==> src/rtl/ofmap_write_ctrl.sv <==
// Output-feature-map write controller: four-state handshake FSM in front of
// a circular psum buffer that drains to a valid/ready downstream port.
module ofmap_write_ctrl #(
    parameter int DATA_WIDTH = 16,
    parameter int ADDR_WIDTH = 4
) (
    input  logic                  clk,
    input  logic                  reset,
    input  logic                  clear,
    input  logic                  write_req,
    input  logic [DATA_WIDTH-1:0] wdata,
    input  logic                  last_item,
    output logic [1:0]            stall,
    output logic                  out_valid,
    output logic [DATA_WIDTH-1:0] out_data,
    input  logic                  out_ready,
    output logic [ADDR_WIDTH:0]   count,
    output logic                  full,
    output logic                  empty,
    output logic                  error
);

    localparam int DEPTH_N = 1 << ADDR_WIDTH;
    localparam logic [ADDR_WIDTH:0] DEPTH = {1'b1, {ADDR_WIDTH{1'b0}}};

    localparam logic [1:0] IDLE  = 2'd0;
    localparam logic [1:0] CHECK = 2'd1;
    localparam logic [1:0] WRITE = 2'd2;
    localparam logic [1:0] ACK   = 2'd3;

    logic [1:0]            state;
    logic [1:0]            next_state;
    logic [DATA_WIDTH-1:0] mem [DEPTH_N];
    logic [ADDR_WIDTH-1:0] wptr;
    logic [ADDR_WIDTH-1:0] rptr;
    logic [DATA_WIDTH-1:0] hold_data;
    logic                  hold_last;
    logic                  push;
    logic                  pop;

    assign full      = (count == DEPTH);
    assign empty     = (count == '0);
    assign out_valid = !empty;
    assign out_data  = mem[rptr];
    assign push      = (state == WRITE);
    assign pop       = out_valid && out_ready;

    // Acknowledge is a pure decode of the ACK state so reset/clear kill it at once.
    assign stall = (state == ACK) ? {1'b1, hold_last} : 2'b00;

    always_comb begin
        next_state = state;
        unique case (state)
            IDLE:    next_state = write_req ? CHECK : IDLE;
            CHECK:   next_state = full ? CHECK : WRITE;
            WRITE:   next_state = ACK;
            ACK:     next_state = IDLE;
            default: next_state = IDLE;
        endcase
    end

    always_ff @(posedge clk or posedge reset) begin
        if (reset) begin
            state <= IDLE;
        end else if (clear) begin
            state <= IDLE;
        end else begin
            state <= next_state;
        end
    end

    always_ff @(posedge clk or posedge reset) begin
        if (reset) begin
            hold_data <= '0;
            hold_last <= 1'b0;
        end else if (clear) begin
            hold_data <= '0;
            hold_last <= 1'b0;
        end else if (state == IDLE && write_req) begin
            hold_data <= wdata;
            hold_last <= last_item;
        end
    end

    // A request outside IDLE is a protocol violation; it never touches the held word.
    always_ff @(posedge clk or posedge reset) begin
        if (reset) begin
            error <= 1'b0;
        end else if (clear) begin
            error <= 1'b0;
        end else if (write_req && state != IDLE) begin
            error <= 1'b1;
        end
    end

    always_ff @(posedge clk or posedge reset) begin
        if (reset) begin
            wptr <= '0;
            rptr <= '0;
        end else if (clear) begin
            wptr <= '0;
            rptr <= '0;
        end else begin
            if (push) begin
                wptr <= wptr + 1'b1;
            end
            if (pop) begin
                rptr <= rptr + 1'b1;
            end
        end
    end

    always_ff @(posedge clk or posedge reset) begin
        if (reset) begin
            count <= '0;
        end else if (clear) begin
            count <= '0;
        end else begin
            unique case ({push, pop})
                2'b10:   count <= count + 1'b1;
                2'b01:   count <= count - 1'b1;
                default: count <= count;
            endcase
        end
    end

    always_ff @(posedge clk) begin
        if (push && !clear) begin
            mem[wptr] <= hold_data;
        end
    end

endmodule

==> config.mk <==
export PLATFORM = sky130hd
export DESIGN_NAME = ofmap_write_ctrl
export DESIGN_NICKNAME = d
export VERILOG_FILES = /design/src/rtl/ofmap_write_ctrl.sv
export SDC_FILE = /design/constraint.sdc
export NUM_CORES = 1
export LEC_CHECK = 0
export BUFFER_PORTS_ARGS = -buffer_cell sky130_fd_sc_hd__buf_2
export CAP_MARGIN = 30
export CORE_MARGIN = 2
export CORE_UTILIZATION = 55
export CTS_CLUSTER_SIZE = 24
export DETAILED_ROUTE_END_ITERATION = 10
export HOLD_SLACK_MARGIN = 0.05
export PLACE_DENSITY = 0.72
export SETUP_SLACK_MARGIN = 0.15
export SLEW_MARGIN = 20
export SYNTH_ARGS = -nofsm -noshare
export SYNTH_HDL_FRONTEND = slang
export SYNTH_SLANG_ARGS = --single-unit
==> constraint.sdc <==
create_clock -name clk -period 3.89 [get_ports clk]
set_clock_uncertainty 0.15 [all_clocks]
set_input_delay 0 -clock clk [delete_from_list [all_inputs] [get_ports clk]]
set_output_delay 0 -clock clk [all_outputs]
set_load 0.01 [all_outputs]
[After elaboration in Yosys (flattened, before gate mapping)]
Memories as Yosys holds them, arrays and structs flattened.
Index checks and enable logic that the tools add are counted.
Operators by class
  $add $sub $neg: 4
  multipliers: 0
  divide/modulo/power cells: 0
  order comparisons: 0
  eq/ne operators: 6
  shift operators: 0
  multiplexer cells: 19
  bitwise gates (word level): 0
  reductions and logical operators: 14
Operator list (number)
  $mux 16: 2
  $mux 4: 4
  $pmux 5 s2: 1
  $reduce_bool 2->1: 5
  $add 4x1->4 const B: 2
  $pmux 2 s4: 1
  $mux 1: 7
  $eq 2x2->1 const B: 3
  $mux 2: 3
  $add 5x1->5 const B: 1
  $eq 5x5->1 const B: 1
  $logic_not 5->1: 1
  $mux 5: 1
  $sub 5x1->5 const B: 1
  $eq 2x1->1 const B: 2
  $logic_and 1x1->1: 4
  $reduce_bool 3->1: 1
  $logic_not 1->1: 2
  $logic_not 2->1: 1
Storage, ports and cells
  flip-flop bits (word level): 33
  bits in latches: 0
  RAM bits: 256
  memory bits (read-only): 0
  output and inout bits: 27
  logic and storage cells: 51
  memories: 1
Memories
  mem: words 16, bits a word 16, rd ports 1, clocked after Yosys merged registers in 0, write ports 1, line 33  | logic [DATA_WIDTH-1:0] mem [DEPTH_N];

[Logic depth before layout (Yosys ltp)]
Gate-level depths: netlist (run 1).
  depth after elaboration: 6
  depth in mapped cells: 9
  depth with buffers taken out: 8

[Worst setup path before layout (run 1)]
Ideal clock, no wire load.
  path kind: reg2reg
  from: reg count[0]
  to: reg count[4]
  data arrival time: 2.433 ns
  data required time: 3.641 ns
  setup slack: 1.208 ns
  stages on the path, launching flop included: 10
  path through: dfrtp_1 or4_1 buf_2 o211ai_4 inv_1 ha_1 nand2b_1 a21oi_1 or3_1 a311oi_1
Between the ends
  longest elaborated chain between the ends: 6
  elaborated cells on any way between the ends: 10
Ends and longest elaborated chain
  start: declaration: line 17  | output logic [ADDR_WIDTH:0] count,
  start signal: assignment: line 120  | 2'b10: count <= count + 1'b1;
  start signal: assignment: line 121  | 2'b01: count <= count - 1'b1;
  start signal: assignment: line 122  | default: count <= count;
  parallel branches: the longest is 6 deep, another holds $sub 5x1->5
Parallel ways; which one is timed is not known.
A chain may end at the register's enable or synchronous reset.

[Final worst setup path (run 1)]
  from: reg rptr[0]
  to: out out_data[11]
Between the ends
  longest elaborated chain between the ends: 1
Ends and longest elaborated chain
  start: declaration: line 35  | logic [ADDR_WIDTH-1:0] rptr;
  start signal: assignment: line 108  | rptr <= rptr + 1'b1;
  $mem_v2 16x16
  end: declaration: line 15  | output logic [DATA_WIDTH-1:0] out_data,
Every way passes these cells.

==> run summary, run 1 <==
CTS tree: yes
Peak VDD IR: 0.000439 V
Async S/R FF share, synth: 11.4%
CTS Buffer Depth: 3
initial drt markers: 478
GP Congestion: 0.878
Die Span Y: 147 um
ANT cells: 0
Least-Margin Pin Slew: 703 ps
status: finished clean
Initial Util: 55.8%
crit path DAT: 2830 ps
vias per inst: 6.00
Min Hold Slack: 187 ps
Power Density: 594 mW/mm^2
# fillers: 1,348
Reg clk slew, reported paths: 60 ps
sequential share of the synthesized area: 75.6%
Cell Rows: 52
initial antenna violation count: 0
GRT Total Usage: 23.1%
final count of hold timing violations: 0
via count: 5,908
I/O pins: 49
clock latency at the later pin of the worst-skew pair: 540 ps
Final nets: 723
CP endpoint kind: output pin
cts bufs inserted: 28
count leader, synth: edfxtp_1
Syn Nets: 597
DRC errors left: 0
Max Cap Viol: 0
largest fanout on the critical path: 35
first-pass GRT wire length: 36.7 mm
worst endpoint required time: 3740 ps
Final setup viols: 0
setup bufs post-CTS: 0
fin crit period: 2980 ps
Horiz. Die Dim: 147 um
number of synthesized register bits: 289
cell count after synthesis: 566
CP Class: reg2out
Slew HR: 53.1%
Synth Flop Type: edfxtp_1
vias in the first global route: 6,148
clock sinks: 289
Avg Inst Size Synth: 19.9 sq um
largest net degree at the start of global routing: 48
Initial DRT Pass Iterations: 5
core area: 0.0202 sq mm
slowest stage delay, CP: 880 ps
Post-synth EDFFs: 256
Area Growth Syn to Fin: 18.8%
largest cells by area after synthesis: edfxtp_1 (68%), mux4_2 (13%), dfrtp_1 (7.3%), a22oi_1 (2.1%), a22o_1 (1.3%)
total global routing overflow: 0
RSZ-0062 raised after global routing: false
antenna viol nets, final: 0
largest area contributor in the netlist: edfxtp_1
Port Buffers: 48
Slew Limit Fails: 0
CP Launch Type: flip-flop
Post-CTS Resized: 0
Critical-path top delay cell: dfrtp_4
worst path cell trace: buf_4 -> mux4_2 -> a22oi_1 -> nand2_1 -> buf_2
P_leak: 4.70 nW
DR WL/cell: 24.7 um
fraction of layout cells with a size suffix above 1: 27.2%
area occupied by multi-input gates: 0.00259 sq mm
Root Driver: clkbuf_16
H-tree level count: 1
crit share post-route: 76.7%
Die Footprint: 0.0216 sq mm
top cell type's share of synthesized area: 68.3%
Yosys cell types: 43
yosys warns: 0
setup TNS: 0 ps
Fmax: 335 MHz
FF+latch area: 0.00852 sq mm
DP HPWL: 14.1 mm
final WL: 24.3 mm
synthesized cell area: 0.0113 sq mm
worst hold path class: in2reg
most frequent cells after synthesis: edfxtp_1 (256), mux4_2 (64), dfrtp_1 (33)
-- per-stage QoR --
| step | instance area (sq um) | power, mW | util [%] | worst slack [ps] | std cells |
|---|---|---|---|---|---|
| finish | 13400 | 7.95 | 66.3 | 907 | 984 |
| detailed placement | 12000 | 5.22 | 59.5 | 945 | 889 |
| CTS | 13400 | 8.00 | 66.3 | 829 | 983 |
| floorplan | 11300 | 4.79 | - | 1210 | 566 |
| global route | 13400 | 8.25 | 66.3 | 710 | 984 |
| global placement | 12000 | 5.15 | 59.5 | 1130 | 889 |
-- cell type report --
class | instances | area share, %
inverters | 9 | 0.253
multi-input cells | 239 | 19.4
clock buffers | 40 | 5.88
flip-flops and latches | 289 | 63.7
well taps | 270 | 2.53
repair buffers | 125 | 7.12
clock inverters | 12 | 1.18
-- sequential cells by signal, summed over array words and instances, names as in the netlist --
| name | count |
|---|---|
| count | 5 |
| error | 1 |
| wptr | 4 |
| state | 2 |
| hold_last | 1 |
| hold_data | 16 |
| mem | 256 |
| rptr | 4 |
-- power by group --
group	internal [mW]	total, mW	leakage, nW	switching, mW
Clock	1.67	2.76	0.466	1.10
Sequential	3.49	3.74	2.80	0.246
Combinational	0.780	1.45	1.44	0.665
Total	5.94	7.95	4.70	2.01
-- kinds of logic (layout without fill, tap and decap cells) --
logic type | after synthesis | after routing | synth area share (%)
compound gates | 71 | 71 | 4.81
buf+inv | 38 | 186 | 1.38
flops | 289 | 289 | 75.6
mux | 67 | 67 | 13.1
simple gates | 85 | 85 | 3.48
fa+ha+maj | 9 | 9 | 1.07
xor+xnor | 7 | 7 | 0.545
-- worst max-delay path, delay by kind of cell, from the launching register on --
| family | cells | cell delay [ps] |
|---|---|---|
| AND/OR/NAND/NOR | 1 | 80 |
| AO/OA/AOI/OAI | 1 | 290 |
| buffers and inverters | 2 | 500 |
| flip-flops | 1 | 880 |
| multiplexers | 1 | 520 |
-- repair_timing --
action / CTS / global route
setup endpoints to repair: 0 / 0
hold buffers: 42 / 0
endpoints found under the hold margin: 66 / 0
-- cells in the final DEF, fill, tap and decap left out, drive strengths merged, types with 2 or more instances in the layout --
master	n
o21ai	3
a22o	17
nand2b	2
nor2b	6
nand4b	2
clkinv	8
buf	83
o211ai	3
nand2	29
clkbuf	40
a22oi	32
mux2i	2
and2	3
xor2	6
inv	9
and3	2
mux4	64
a21oi	8
nor2	32
bufinv	4
dlygate4sd3	42
ha	8
dfrtp	33
or3	2
edfxtp	256
-- worst paths after layout --
kind,slack (ps),end,cells after the start,start
min in group asynchronous,500,hold_data[9],5,reset
min,190,state[0],4,write_req
min reg2reg,440,wptr[1],2,wptr[1]
max in group asynchronous,2740,rptr[0],5,reset
max,910,out_data[11],5,rptr[0]
max reg2reg,920,count[4],8,count[0]
-- layer usage --
layer | global-route usage [%] | vias up | share of wire [%]
met5 | 0 | - | 0
met4 | 6.54 | 0 | 2.4
met3 | 3.39 | 42 | 5.3
met2 | 40.1 | 200 | 52
met1 | 31.0 | 3114 | 40
li1 | - | 2552 | -
No activity file was read; power rests on OpenSTA's default activity.
==> inputs of run 2 (changes only) <==
--- a/config.mk
+++ b/config.mk
@@ -5,6 +5,7 @@
 export SDC_FILE = /design/constraint.sdc
 export NUM_CORES = 1
 export LEC_CHECK = 0
+export ABC_AREA = 1
 export BUFFER_PORTS_ARGS = -buffer_cell sky130_fd_sc_hd__buf_2
 export CAP_MARGIN = 30
 export CORE_MARGIN = 2
@@ -12,7 +13,7 @@
 export CTS_CLUSTER_SIZE = 24
 export DETAILED_ROUTE_END_ITERATION = 10
 export HOLD_SLACK_MARGIN = 0.05
-export PLACE_DENSITY = 0.72
+export PLACE_DENSITY = 0.75
 export SETUP_SLACK_MARGIN = 0.15
 export SLEW_MARGIN = 20
 export SYNTH_ARGS = -nofsm -noshare
==> constraint.sdc (replaced) <==
create_clock -name clk -period 2.55 [get_ports clk]
set_clock_uncertainty 0.15 [all_clocks]
set_input_delay 0 -clock clk [delete_from_list [all_inputs] [get_ports clk]]
set_output_delay 0 -clock clk [all_outputs]
set_load 0.01 [all_outputs]
==> run summary, run 2 <==
Top reg by flops: mem
top cell type's share of synthesized area: 64.4%
I/O pins: 49
first-pass GRT wire length: 45.9 mm
Non-Filler Instances: 1,386
H-tree level count: 1
fraction of layout cells with a size suffix above 1: 16.2%
worst reg2reg setup slack: 320 ps
Initial DRT Pass Iterations: 7
synthesized cell area: 0.0119 sq mm
core area: 0.0212 sq mm
status: finished clean
crit share post-route: 92.8%
largest fanout on the critical path: 17
Slew Limit Fails: 0
Final nets: 1,119
number of synthesized register bits: 289
most common cell after layout, fill and taps aside: edfxtp_1
CTS Buffer Depth: 3
Die Span Y: 151 um
vias per inst: 6.01
area occupied by multi-input gates: 0.00294 sq mm
Peak VDD IR: 0.000717 V
clock latency at the later pin of the worst-skew pair: 540 ps
NetSw: 3.77 mW
sequential share of the synthesized area: 71.4%
Least-Margin Pin Slew: 795 ps
DP HPWL: 15.2 mm
cts bufs inserted: 29
GP Congestion: 0.854
Root Driver: clkbuf_16
initial antenna violation count: 0
RR Startpoint: count[0]
Die Footprint: 0.0229 sq mm
Min Hold Slack: 216 ps
Slew HR: 46.9%
# fillers: 1,451
WHS Path Cells: 3
DR WL/cell: 21.9 um
initial drt markers: 881
setup TNS: 0 ps
largest area contributor in the netlist: edfxtp_1
Port Buffers: 48
Max Cap Viol: 0
total global routing overflow: 0
final WL: 30.4 mm
Final setup viols: 0
Avg Inst Size Synth: 12.2 sq um
largest cells by area after synthesis: edfxtp_1 (64%), dfrtp_1 (6.9%), nor2_1 (6.5%), o21ai_0 (4.2%), nand3_1 (3.7%)
worst endpoint required time: 2400 ps
Area Growth Syn to Fin: 18.9%
vias in the first global route: 8,177
crit path DAT: 2220 ps
FF+latch area: 0.00852 sq mm
Seq pwr share: 43.5%
Int Pwr: 9.08 mW
CP Launch Type: flip-flop
hold path start: clear
DRC errors left: 0
commonest cells after routing, fill and taps aside: edfxtp_1 (256), nor2_1 (193), o21ai_0 (99)
GRT Total Usage: 26.9%
Initial Util: 56.4%
clock power share: 34.1%
Largest register FFs: 256
most frequent cells after synthesis: edfxtp_1 (256), nor2_1 (206), o21ai_0 (101)
largest net degree at the start of global routing: 56
via count: 8,325
Async S/R FF share, synth: 11.4%
Syn Nets: 1,011
biggest regs: mem x256, hold_data x16, count x5
Net Sw Frac: 29.3%
r2r endpoint: count[4]
CP Class: reg2out
dpl cells: 1,279
Reg clk slew, reported paths: 60 ps
clock sinks: 289
P_leak: 5.18 nW
Synth Flop Type: edfxtp_1
worst hold path class: in2reg
CP endpoint kind: output pin
Power Density: 906 mW/mm^2
final count of hold timing violations: 0
RSZ-0062 raised after global routing: true
Post-synth EDFFs: 256
Cell Rows: 53
CTS tree: yes
antenna viol nets, final: 0
Horiz. Die Dim: 151 um
ANT cells: 0
count leader, synth: edfxtp_1
R2R depth: 13
combinational fraction of design power: 22.4%
Yosys cell types: 33
yosys warns: 0
fin crit period: 2370 ps
Fmax: 423 MHz
Hold Crit Endpoint: hold_data[10]
cell count after synthesis: 980
run 2: cell count changes after synthesis, sizes merged, moves of 25 or more:
cell    delta
a22oi     -32
o21ai    +135
buf       +25
nand2     +40
nand3     +89
mux4      -64
inv       +29
o211ai    +40
nor2     +175
run 2: kinds of logic after synthesis:
family                   Yosys count  share of synthesized area, %
flip-flops                       289                          71.4
AND/OR/NAND/NOR                  367                          12.7
adder cells (fa/ha/maj)            9                          1.01
AO/OA/AOI/OAI                    214                          10.3
XOR/XNOR                           3                         0.220
buffers and inverters             98                          4.44
run 2: worst max path at each step:
stage / from / to / depth (start not counted)
floorplan: count[0] / count[4] / 13
global placement: count[0] / count[4] / 13
detailed placement: count[0] / count[4] / 13
CTS: rptr[0] / out_data[14] / 7
global route: rptr[0] / out_data[7] / 9
finish: rptr[3] / out_data[14] / 4
run 2: layout make-up:
type | instances | area share (%)
Timing Repair Buffer | 134 | 8.51
Tap cell | 275 | 2.43
Clock inverter | 14 | 1.31
Multi-Input combinational cell | 593 | 20.7
Timing Repair inverter | 1 | 0.0618
Clock buffer | 40 | 5.69
Inverter | 40 | 1.20
Sequential cell | 289 | 60.1
run 2: per-layer routing:
| metal | track usage [%] | part of all wire [%] | up-vias | routed length [um] |
|---|---|---|---|---|
| met2 | 44.5 | 49 | 473 | 14800 |
| li1 | - | - | 3714 | - |
| met5 | 0 | 0 | - | 0 |
| met1 | 36.7 | 39 | 4052 | 11800 |
| met3 | 4.04 | 8.8 | 86 | 2680 |
| met4 | 9.81 | 3.7 | 0 | 1120 |
run 2: worst max-delay path, stage by stage, from the launching register on:
cell	delay, ps
dfrtp_1	350
clkinv_1	600
nand3_1	420
nand2_2	140
buf_2	160
run 2: metrics by stage:
stage | utilization, % | power [mW] | setup slack (ps) | instance area, sq um
6_report | 67.0 | 12.8 | 184 | 14200
5_1_grt | 67.0 | 13.4 | 109 | 14200
4_1_cts | 66.6 | 12.7 | 149 | 14100
3_5_place_dp | 59.1 | 8.05 | 369 | 12500
3_3_place_gp | 59.1 | 7.97 | 437 | 12500
2_1_floorplan | - | 7.36 | 431 | 11900
run 2: what timing repair did:
| item | in CTS | in global routing |
|---|---|---|
| gates resized for setup | 7 | 14 |
| gates cloned | 4 | 2 |
| endpoints found under the hold margin | 63 | 0 |
| endpoints found under the setup margin | 13 | 18 |
| setup buffers | 2 | 4 |
| hold buffers | 41 | 0 |
run 2: power groups by stage:
stage	Sequential, mW	Clock [mW]	Combinational, mW
detailed placement	5.68	0	2.36
finish	5.59	4.38	2.88
CTS	5.57	4.39	2.74
floorplan	5.57	0	1.79
global route	5.61	4.59	3.15
global placement	5.67	0	2.30
==> inputs of run 3 (changes only) <==
--- a/config.mk
+++ b/config.mk
@@ -5,7 +5,6 @@
 export SDC_FILE = /design/constraint.sdc
 export NUM_CORES = 1
 export LEC_CHECK = 0
-export ABC_AREA = 1
 export BUFFER_PORTS_ARGS = -buffer_cell sky130_fd_sc_hd__buf_2
 export CAP_MARGIN = 30
 export CORE_MARGIN = 2
==> run summary, run 3 (synthesized netlist as in run 1, its figures left out) <==
status: finished clean
r2r endpoint: count[4]
clock latency at the later pin of the worst-skew pair: 540 ps
fin area: 0.0138 sq mm
Post-Place Setup Slack: -41.4 ps
antenna viol nets, final: 0
Peak VDD IR: 0.000754 V
Die Footprint: 0.0216 sq mm
GP Congestion: 0.817
total global routing overflow: 0
DP HPWL: 13.5 mm
Horiz. Die Dim: 147 um
total power: 13.1 mW
worst reg2reg setup slack: 40 ps
via count: 6,096
cts bufs inserted: 28
largest fanout on the critical path: 6
final count of hold timing violations: 0
initial drt markers: 638
Cell Rows: 52
Initial DRT Pass Iterations: 4
DRC errors left: 0
CTS Buffer Depth: 3
vias in the first global route: 6,432
biggest regs: mem x256, hold_data x16, count x5
Fmax: 395 MHz
fin crit period: 2530 ps
Reg clk slew, reported paths: 60 ps
Least-Margin Pin Slew: 578 ps
Critical Path Start: rptr[0]
CP endpoint kind: output pin
final WL: 26.3 mm
worst endpoint required time: 2400 ps
Final WS setup: 15.5 ps
Slew Limit Fails: 0
GRT Total Usage: 24.9%
Max Cap Viol: 0
R2R depth: 8
slowest stage delay, CP: 490 ps
crit share post-route: 99.4%
CP Launch Type: flip-flop
Slew HR: 61.4%
clock sinks: 289
Final nets: 724
H-tree level count: 1
placed instance area: 0.0121 sq mm
I/O pins: 49
first-pass GRT wire length: 39.3 mm
Final setup viols: 0
Port Buffers: 48
vias per inst: 6.19
CP Class: reg2out
most common cell after layout, fill and taps aside: edfxtp_1
worst path cell trace: buf_4 -> bufbuf_16 -> mux4_2 -> a22oi_2 -> nand2_1 -> buf_2
RSZ-0062 raised after global routing: true
Die Span Y: 147 um
DR WL/cell: 26.7 um
commonest cells after routing, fill and taps aside: edfxtp_1 (256), mux4_2 (64), buf_2 (46)
ANT cells: 0
crit path DAT: 2380 ps
Initial Util: 55.8%
worst hold path class: in2reg
Area Growth Syn to Fin: 22.4%
largest net degree at the start of global routing: 41
Root Driver: clkbuf_16
Min Hold Slack: 69.5 ps
Setup crit end: out_data[4]
P_leak: 4.78 nW
RR Startpoint: count[0]
core area: 0.0202 sq mm
Power Density: 948 mW/mm^2
Top reg by flops: mem
fraction of layout cells with a size suffix above 1: 37.5%
Largest register FFs: 256
Critical-path top delay cell: dfrtp_4
initial antenna violation count: 0
CTS tree: yes
## run 3: changes by cell type in the layout (fill, tap and decap cells not counted), moves of 39 or more
cell / delta
mux4_2: +64
nand3_1: -85
nor2_1: -176
o211ai_1: -41
o21ai_0: -96
o21ai_1: -39
## run 3: how the worst min path moves through the flow
stage          cells after the start           end  startpoint  slack [ps]
2_1_floorplan                      1      count[0]       reset         -20
3_5_place_dp                       2         error       reset         -80
4_1_cts                            3  hold_data[4]    wdata[4]          60
6_report                           3  hold_data[1]    wdata[1]          70
5_1_grt                            3  hold_data[1]    wdata[1]          80
3_3_place_gp                       2         error       reset         -80
## run 3: per-stage QoR
stage | utilization, % | setup TNS [ps] | instances
5_1_grt | 68.3 | -130 | 985
2_1_floorplan | - | -47.6 | 566
3_3_place_gp | 60.0 | 0 | 891
3_5_place_dp | 60.0 | -55.0 | 891
4_1_cts | 68.1 | 0 | 983
6_report | 68.3 | 0 | 985
## run 3: layer usage
metal | wire (um) | track usage (%)
met5 | 0 | 0
met4 | 518 | 6.01
met3 | 2200 | 3.76
met2 | 13500 | 42.9
met1 | 10000 | 34.3
## run 3: layout make-up
cell class | count | area [sq um]
Sequential cell | 289 | 8520
Multi-Input combinational cell | 239 | 2800
Clock inverter | 13 | 93.8
Clock buffer | 39 | 843
Timing Repair Buffer | 126 | 1150
Fill cell | 1222 | 6390
Tap cell | 270 | 338
Inverter | 9 | 33.8
## run 3: power breakdown
| part | internal, mW | switching, mW |
|---|---|---|
| clock | 2.40 | 1.71 |
| combinational | 1.88 | 1.53 |
| sequential | 5.33 | 0.203 |
| total | 9.61 | 3.44 |
## run 3: worst max-delay path: cells and delay by family, from the launching register on
kind	cells	cell delay, ps
buf+inv	3	580
compound gates	1	180
mux	1	450
simple gates	1	140
flops	1	490
## run 3: what timing repair did
item,in CTS,in global routing
pin swaps,17,8
endpoints found under the hold margin,66,0
cloned,6,0
hold buffers,24,0
resized for setup,36,5
buffers inserted,10,1
setup endpoints to repair,18,18
